`src/rtl/fmltg_pkg.sv`:
```
// fmltg_pkg: shared state encoding, CSR word indices and burst geometry
package fmltg_pkg;
    typedef enum logic [1:0] {S_IDLE, S_REQ, S_DATA, S_DRAIN} state_t;
    localparam logic [2:0] REG_CTRL   = 3'd0;
    localparam logic [2:0] REG_BASE   = 3'd1;
    localparam logic [2:0] REG_COUNT  = 3'd2;
    localparam logic [2:0] REG_SEED   = 3'd3;
    localparam logic [2:0] REG_ERRORS = 3'd4;
    localparam logic [2:0] REG_CYCLES = 3'd5;
    localparam int BURST_LEN   = 4;
    localparam int BURST_BYTES = 32;
endpackage

```
`src/rtl/fmltg_pattern.sv`:
```
// fmltg_pattern: deterministic beat data {w, ~w}, w = seed ^ (addr + 8*beat)
module fmltg_pattern #(
    parameter int adr_width = 26
) (
    input  logic [31:0]          i_seed,
    input  logic [adr_width-1:0] i_adr,
    input  logic [1:0]           i_beat,
    output logic [63:0]          o_data
);
    logic [31:0] w_word;
    assign w_word = i_seed ^ (32'(i_adr) + {27'd0, i_beat, 3'd0});
    assign o_data = {w_word, ~w_word};
endmodule

```
`src/rtl/fmltg.sv`:
```
// fmltg: CSR-programmed FML initiator issuing 4-beat pattern write bursts or
// checked read bursts for memory bring-up and bandwidth measurement.
module fmltg
    import fmltg_pkg::*;
#(
    parameter logic [3:0] csr_addr  = 4'h0,
    parameter int         adr_width = 26
) (
    input  logic                 sys_clk,
    input  logic                 sys_rst_n,
    input  logic [14:0]          csr_a,
    input  logic                 csr_we,
    input  logic [31:0]          csr_di,
    output logic [31:0]          csr_do,
    output logic [adr_width-1:0] fml_adr,
    output logic                 fml_stb,
    output logic                 fml_we,
    output logic [7:0]           fml_sel,
    output logic [63:0]          fml_do,
    input  logic                 fml_ack,
    input  logic [63:0]          fml_di
);
    state_t               r_state, w_next;
    logic                 r_mode, r_abort, r_drain, r_chk;
    logic [adr_width-1:0] r_base, r_adr;
    logic [31:0]          r_count, r_left, r_seed, r_errors, r_cycles, w_rd;
    logic [1:0]           r_beat, w_next_beat;
    logic [63:0]          w_pat, r_exp, r_exp_q, r_di;
    logic                 w_sel, w_busy, w_cfg_we, w_ctrl_we, w_start, w_abort, w_last_beat;
    logic                 w_unused;

    assign w_unused    = ^csr_a[9:3];
    assign w_sel       = csr_a[14:10] == {1'b0, csr_addr};
    assign w_busy      = r_state != S_IDLE;
    assign w_cfg_we    = w_sel && csr_we && !w_busy;
    assign w_ctrl_we   = w_sel && csr_we && csr_a[2:0] == REG_CTRL;
    assign w_abort     = w_ctrl_we && csr_di[2];
    assign w_start     = w_ctrl_we && csr_di[0] && !csr_di[2] && !w_busy && r_count != 32'd0;
    assign w_last_beat = r_state == S_DATA && r_beat == 2'(BURST_LEN - 1);
    assign w_next_beat = r_state == S_DATA ? r_beat + 2'd1 : 2'd0;

    assign fml_stb = r_state == S_REQ;
    assign fml_we  = r_mode;
    assign fml_adr = r_adr;

    // Pattern for the beat about to be presented; its registered copy is
    // both the write data source and the read compare reference.
    fmltg_pattern #(.adr_width(adr_width)) u_pattern (
        .i_seed (r_seed),
        .i_adr  (r_adr),
        .i_beat (w_next_beat),
        .o_data (w_pat)
    );

    always_comb begin
        w_next = r_state;
        case (r_state)
            S_IDLE:  w_next = w_start ? S_REQ : S_IDLE;
            S_REQ:   w_next = fml_ack ? S_DATA : (w_abort ? S_DRAIN : S_REQ);
            S_DATA:  w_next = !w_last_beat ? S_DATA :
                              (r_abort || w_abort || r_left == 32'd1) ? S_DRAIN : S_REQ;
            S_DRAIN: w_next = r_drain ? S_IDLE : S_DRAIN;
            default: w_next = S_IDLE;
        endcase
    end

    always_comb begin
        w_rd = '0;
        case (csr_a[2:0])
            REG_CTRL:   w_rd = {30'd0, r_mode, w_busy};
            REG_BASE:   w_rd = 32'(r_base);
            REG_COUNT:  w_rd = r_count;
            REG_SEED:   w_rd = r_seed;
            REG_ERRORS: w_rd = r_errors;
            REG_CYCLES: w_rd = r_cycles;
            default:    w_rd = '0;
        endcase
    end

    always_ff @(posedge sys_clk or negedge sys_rst_n) begin
        if (!sys_rst_n) r_state <= S_IDLE;
        else            r_state <= w_next;
    end

    always_ff @(posedge sys_clk or negedge sys_rst_n) begin
        if (!sys_rst_n) begin
            csr_do   <= '0;
            r_mode   <= 1'b0;
            r_base   <= '0;
            r_count  <= '0;
            r_seed   <= '0;
            r_errors <= '0;
            r_cycles <= '0;
            r_adr    <= '0;
            r_left   <= '0;
            r_abort  <= 1'b0;
            r_beat   <= '0;
            r_drain  <= 1'b0;
            fml_do   <= '0;
            fml_sel  <= '0;
            r_exp    <= '0;
            r_exp_q  <= '0;
            r_di     <= '0;
            r_chk    <= 1'b0;
        end else begin
            csr_do <= w_sel ? w_rd : '0;
            if (w_cfg_we && csr_a[2:0] == REG_BASE)  r_base  <= {csr_di[adr_width-1:5], 5'd0};
            if (w_cfg_we && csr_a[2:0] == REG_COUNT) r_count <= csr_di;
            if (w_cfg_we && csr_a[2:0] == REG_SEED)  r_seed  <= csr_di;
            if (w_ctrl_we && !w_busy)                r_mode  <= csr_di[1];
            if (w_start) begin
                r_adr    <= r_base;
                r_left   <= r_count;
                r_errors <= '0;
                r_cycles <= '0;
                r_abort  <= 1'b0;
            end else begin
                if (w_busy) r_cycles <= r_cycles + 32'd1;
                if (w_busy && w_abort) r_abort <= 1'b1;
                if (w_last_beat) begin
                    r_adr  <= r_adr + adr_width'(BURST_BYTES);
                    r_left <= r_left - 32'd1;
                end
                if (r_chk && r_di != r_exp_q && r_errors != '1) r_errors <= r_errors + 32'd1;
            end
            r_beat  <= w_next_beat;
            r_drain <= r_state == S_DRAIN && !r_drain;
            fml_do  <= (w_next == S_DATA && r_mode) ? w_pat : '0;
            fml_sel <= (w_next == S_DATA && r_mode) ? 8'hFF : 8'h00;
            r_exp   <= w_pat;
            r_exp_q <= r_exp;
            r_di    <= fml_di;
            r_chk   <= r_state == S_DATA && !r_mode;
        end
    end
endmodule

```
`config.mk`:
```
export PLATFORM = sky130hd
export DESIGN_NAME = fmltg
export DESIGN_NICKNAME = d
export VERILOG_FILES = /design/src/rtl/fmltg_pkg.sv /design/src/rtl/fmltg_pattern.sv /design/src/rtl/fmltg.sv
export SDC_FILE = /design/constraint.sdc
export NUM_CORES = 1
export LEC_CHECK = 0
export CAP_MARGIN = 10
export CORE_MARGIN = 4
export CORE_UTILIZATION = 59
export CTS_BUF_LIST = sky130_fd_sc_hd__clkbuf_2 sky130_fd_sc_hd__clkbuf_4 sky130_fd_sc_hd__clkbuf_8
export CTS_CLUSTER_DIAMETER = 150
export DETAILED_ROUTE_END_ITERATION = 8
export DONT_BUFFER_PORTS = 1
export PLACE_DENSITY = 0.9
export SETUP_SLACK_MARGIN = 0.15
export SLEW_MARGIN = 20
export SYNTH_ARGS = -nofsm -noshare
export SYNTH_HDL_FRONTEND = slang
export SYNTH_SLANG_ARGS = --single-unit
export TNS_END_PERCENT = 20
```
`constraint.sdc`:
```
create_clock -name sys_clk -period 2.35 [get_ports sys_clk]
set_input_delay 0.3525 -clock sys_clk [delete_from_list [all_inputs] [get_ports sys_clk]]
set_output_delay 0.3525 -clock sys_clk [all_outputs]
set_load 0.02 [all_outputs]
```
* After elaboration in Yosys (flattened, before gate mapping) *
Cells that the tools add are included.

storage, ports and cells
  bits in registers = 511
  input port bits = 115
  output and inout port bits = 132
  logic and storage cells = 96

operators by class
  add/subtract/negate cells = 6
  equal/unequal tests = 13
  muxes and demuxes = 22
  bitwise logic cells = 2
  reduce and logical (&&, ||, !) cells = 34

operator list
  operator               count
  $mux 32                7
  $pmux 32 s6            1
  $add 32x1->32 const B  2
  $mux 64                1
  $ne 64x64->1           1
  $mux 26                2
  $eq 32x1->1 const B    1
  $ne 32x32->1 const B   1
  $not 32->32            1
  $reduce_bool 32->1     1
  $sub 32x1->32 const B  1
  $xor 32x32->32         1
  $add 26x5->27          1
  $add 26x6->26 const B  1
  $logic_and 1x1->1      19
  $mux 2                 6
  $reduce_bool 2->1      5
  $eq 2x2->1 const B     4
  $mux 8                 1
  $pmux 2 s4             1
  $eq 3x2->1 const B     2
  $eq 3x3->1 const B     2
  $logic_not 5->1        1
  $logic_not 1->1        4
  other kinds (7)        10

* Depth between registers and ports, before layout *
Gate-level depths: netlist (run 1).

  word-level depth = 12
  gate-level depth with buffers = 11
  mapped depth without buffers = 9

* Modules after synthesis *
From an unflattened synthesis (run 1), not the netlist that was laid out.

unflattened totals
  cell total of the unflattened synthesis = 1683
  area total of the unflattened synthesis = 20397.1 um^2

modules (own cells, without submodules)
  module         instances  cells an instance  area each (um^2)
  fmltg          1          1558               19454.9
  fmltg_pattern  1          125                942.2

* Worst setup path after synthesis (run 1) *
Ideal clock, no wire load.

  kind = register to register
  start point = register r_state[1]
  end point = register r_cycles[20]
  data arrival time = 2.060 ns
  required time = 2.229 ns
  path slack = 0.168 ns
  cell stages (with the launch flop) = 11
  path buffers = 6
  cell sequence = dfrtp_1 -> buf_2 -> or2_1 -> buf_2 -> and4b_1 -> buf_2 -> o2111a_1 -> buf_2 -> buf_2 -> buf_2 -> nor2_1

on the way
  longest elaborated chain between the ends = 5
  elaborated cells between the ends (all ways) = 6

ends and longest elaborated chain
  what                                          RTL line      source
  from (decl)                                   fmltg.sv:23   state_t r_state, w_next;
  from (signal assigned)                        fmltg.sv:82   else r_state <= w_next;
  $reduce_bool 2->1 *                           fmltg.sv:34   assign w_busy = r_state != S_IDLE;
  $logic_not 1->1                               fmltg.sv:38   assign w_start = w_ctrl_we && csr_di[0] && !csr_di[2] && !w_busy && r_count != 32'd0;
  $logic_and 1x1->1 (2 in series)               fmltg.sv:38
  $mux 32 or $reduce_bool 2->1 (tied branches)  -
  to (signal assigned)                          fmltg.sv:118  if (w_busy) r_cycles <= r_cycles + 32'd1;
  to (decl)                                     fmltg.sv:26   logic [31:0] r_count, r_left, r_seed, r_errors, r_cycles, w_rd;

Every way passes the cells marked *; elsewhere a longest branch is shown, timed or not.
A chain may end at the register's enable or synchronous reset.

* Final worst setup path (run 1) *
  start point = register r_left[28]
  end point = register fml_do[15]

on the way
  longest elaborated chain between the ends = 8

ends and longest elaborated chain
  what                    RTL line      source
  from (decl)             fmltg.sv:26
  from (signal assigned)  fmltg.sv:113  r_left <= r_count;
  from (signal assigned)  fmltg.sv:122  r_left <= r_left - 32'd1;
  $eq 32x1->1             fmltg.sv:61   (r_abort || w_abort || r_left == 32'd1) ? S_DRAIN : S_REQ;
  $logic_or 1x1->1        fmltg.sv:61
  $mux 2                  fmltg.sv:61
  $mux 2                  fmltg.sv:60   S_DATA: w_next = !w_last_beat ? S_DATA :
  $pmux 2 s4              fmltg.sv:57   case (r_state)
  net w_next[1]           fmltg.sv:23
  $eq 2x2->1              fmltg.sv:128  fml_do <= (w_next == S_DATA && r_mode) ? w_pat : '0;
  $logic_and 1x1->1       fmltg.sv:128
  $mux 64                 fmltg.sv:128
  to (signal assigned)    fmltg.sv:128
  to (decl)               fmltg.sv:19   output logic [63:0] fml_do,

The timed path passes the listed nets, and every way through them passes these cells.

==> out/results.tsv, run 1 <==
stage	metric	value	unit
synth	synthesis.yosys.warnings	0	
floorplanning	io_pins	247	
status	violations	negative hold slack, negative setup slack	
clocking	root_buffer	clkbuf_8	
global_routing	grt_overflow	0	
sta	worstMarginPinSlew	1390	ps
sta	period_needed	2430	ps
worst_setup_path	worstReg2RegStart	r_left[28]$_DFFE_PN0P_	
worst_setup_path	crit_required	2890	ps
clocking	path_clk_slew	70	ps
global_routing	grt_max_degree	500	
power	leakagePower	11.1	nW
synth	yosysSeqAreaShare	61.6	%
worst_setup_path	cpPeakStageDelay	560	ps
cells_and_area	stdcell_count	2408	
global_routing	grt_use_met1	39.6	%
clocking	cts_made_buffers	80	
detailed_routing	drc_errors	0	
sta	slew_violations	0	
floorplanning	start_util	60.2	%
worst_setup_path	r2r_cells	8	
sta	relSlewSlack	7.33	%
clocking	h-tree-depth	3	
sta	skew	37.4	ps
synth	ys_ff_latch	499	
clocking	cts_num_sinks	499	
clocking	cts_tree	built	
worst_setup_path	crit_chain	or4_4, nor4b_2, nand3_1, a211oi_2, nand3_4, buf_12, buf_16, nor2_2	
cells_and_area	nFillCells	1861	
worst_setup_path	critPathBufInv	2	
synth	synthArstFlopShare	100	%
sta	hold_viol	499	
cells_and_area	stdcell_area	25000	sq um
cells_and_area	area_growth	23.3	%
worst_setup_path	crit_family	simple AND/OR/NAND/NOR gates	
worst_setup_path	critPathArrivalTime	2960	ps
worst_setup_path	start_kind	register	
cells_and_area	multi_input_area	7700	sq um
floorplanning	die_x	193	um
place	port_buffers	0	
place	gp_congestion	0.986	
worst_setup_path	cpMaxStageDelayCell	or4_4	
global_routing	grt-busiest-layer	met2	
sta	setup_ws	-75.2	ps
cells_and_area	seq_area	12500	sq um
place	dp_hpwl	38100	um
floorplanning	core_region_area	33700	sq um
clocking	holdBufCountCts	97	
detailed_routing	route.vias.total	15200	
sta	setup_violations	58	
status	status	finished with violations	
clocking	clock_latency	640	ps
sta	rsz0062_at_grt	true	
worst_setup_path	criticalPathCategory	reg -> reg	
detailed_routing	wire_per_inst	26.2	um
cells_and_area	final_common_cell	dfrtp_1	
power	p_per_area	785	nW/um^2
sta	whs	-571	ps
min_path	hp-class	in -> async	
floorplanning	core.rowCount	67	
sta	setup_tns	-1630	ps
floorplanning	die_area	37400	sq um
synth	synth-main-ff-cell	dfrtp_1	
cells_and_area	drive_gt1_share	25.9	%
cells_and_area	nNetsFinal	2019	
synth	ys_types	62	
detailed_routing	drtIter0Drc	1832	
worst_setup_path	r2r-end	fml_do[15]$_DFF_PN0_	
detailed_routing	first_pass_iters	6	
place	dpl_cell_area	21400	sq um
worst_setup_path	reg2reg_slack	-80	ps
global_routing	grt.total_usage	32.0	%
worst_setup_path	cp_max_fo	9	
global_routing	met3_usage	10.4	%
place	dp.cells	2151	
synth	syn_area	20300	sq um
global_routing	grt_pass1_wl	92200	um
global_routing	grt_pass1_vias	15100	
detailed_routing	wl	63200	um
synth	syn_inst	1675	
clocking	clk_path_buf_depth	3	
floorplanning	die_y	193	um
synth	synth_area_per_cell	12.1	sq um
power	vdd_drop_max	712	uV
global_routing	antenna_found_initial	8	
worst_setup_path	end_kind	register	
sta	fmax	412	MHz
synth	synth-edff-count	0	
detailed_routing	ant_nets	0	
place	pre_cts_slack	-64.9	ps
global_routing	met2_usage	51.8	%
detailed_routing	via_per_inst	6.30	
cells_and_area	final_cell_mix	499 x dfrtp_1, 113 x nor2_1, 106 x clkbuf_8, 106 x buf_4	
job	maxCapViolCount	0	
sta	min_period_over_period	103	%
==> worst reg2reg max path, stage by stage, from the launching register on <==
cell and delay, ps:
dfrtp_1 390, or4_4 560, nor4b_2 250, nand3_1 150
a211oi_2 330, nand3_4 120, buf_12 200, buf_16 180
nor2_2 130
==> metal layers <==
layer  part of all wire [%]  vias to the layer above
met5                  0.054                        -
met4                    4.5                        6
met3                     10                      199
met2                     49                      970
met1                     36                     7677
li1                       -                     6317
==> cell usage after synthesis (11+ instances only) <==
cell | number | area share (%)
dfrtp_1 | 499 | 62
and3_1 | 17 | 0.52
nor3_1 | 29 | 0.72
a221oi_1 | 23 | 0.99
nand4_1 | 46 | 1.4
clkbuf_1 | 50 | 0.93
inv_1 | 44 | 0.81
nand2_1 | 76 | 1.4
nor2_1 | 139 | 2.6
nor2_2 | 39 | 1.2
mux2i_1 | 43 | 2.1
a21oi_1 | 87 | 2.1
buf_4 | 12 | 0.44
buf_2 | 17 | 0.42
and4_1 | 14 | 0.60
a211oi_1 | 21 | 0.78
mux2_2 | 87 | 4.8
xnor2_1 | 103 | 4.5
nand3_1 | 34 | 0.84
a221o_1 | 12 | 0.59
nor4_1 | 21 | 0.65
o211ai_1 | 11 | 0.41
o21ai_0 | 40 | 0.99
or3_1 | 27 | 0.83
buf_1 | 12 | 0.22
xor2_1 | 47 | 2.0
==> where the power goes <==
group          switching [mW]  leakage (nW)  internal, mW
clock                    3.50         0.922          4.64
combinational            1.04          4.10         0.819
sequential              0.534          6.03          9.08
total                    5.07          11.1          14.5
==> state kept, by name, indices dropped and copies added (netlist names), 32 cells and up <==
signal and count:
r_left 32, r_count 32, r_seed 32, r_di 64, r_exp_q 64, csr_do 32
r_exp 64, fml_do 64, r_errors 32, r_cycles 32
==> how the worst max path moves through the flow <==
| stage | start | to | slack [ps] | cells past startpoint |
|---|---|---|---|---|
| final | r_left[28]$_DFFE_PN0P_ | fml_do[15]$_DFF_PN0_ | -80 | 8 |
| after global routing | r_left[28]$_DFFE_PN0P_ | fml_do[15]$_DFF_PN0_ | -110 | 8 |
| after CTS | r_left[12]$_DFFE_PN0P_ | r_left[26]$_DFFE_PN0P_ | 70 | 7 |
| after detailed placement | r_exp_q[8]$_DFF_PN0_ | r_errors[23]$_DFFE_PN0P_ | -60 | 8 |
| after global placement | r_exp_q[8]$_DFF_PN0_ | r_errors[23]$_DFFE_PN0P_ | 6 | 8 |
| after floorplan | r_state[1]$_DFF_PN0_ | r_cycles[20]$_DFFE_PN0P_ | 170 | 10 |
==> metrics by stage <==
step,power [mW],utilization (%)
global route,20.2,74.2
global placement,11.1,63.5
CTS,19.3,72.3
finish,19.6,74.2
detailed placement,11.2,63.5
floorplan,10.6,-
==> area by class of cell <==
| cell class | count | area share (%) |
|---|---|---|
| antenna | 4 | 0.0401 |
| sequential | 499 | 50.0 |
| inverter | 45 | 0.676 |
| multi-input combinational | 1039 | 30.8 |
| clock inverter | 10 | 0.441 |
| timing repair buffer | 232 | 9.23 |
| clock buffer | 131 | 6.59 |
| tap | 448 | 2.24 |
==> repair_timing <==
item,in CTS,in global routing
setup endpoints to repair,118,177
cloned,3,4
pin swaps,8,45
resized for setup,28,129
buffers inserted,4,4
hold endpoints to repair,671,499
==> kinds of logic after synthesis <==
logic type / count (synthesis) / share of synthesized area, %
AOI/OAI and AO/OA: 243 / 7.92
DFF: 499 / 61.6
muxes: 130 / 6.96
xor gates and xnor gates: 150 / 6.48
and+or+nand+nor: 503 / 13.3
adders and majority gates: 7 / 0.432
buffers and inverters: 142 / 3.25
other: 1 / 0.0185
(Power assumes the default switching activity.)
==> inputs of run 2 (changes only) <==
- CAP_MARGIN: 10 -> 20
==> results of run 2 <==
Final layout, timing and power as in run 1 (identical DEF).
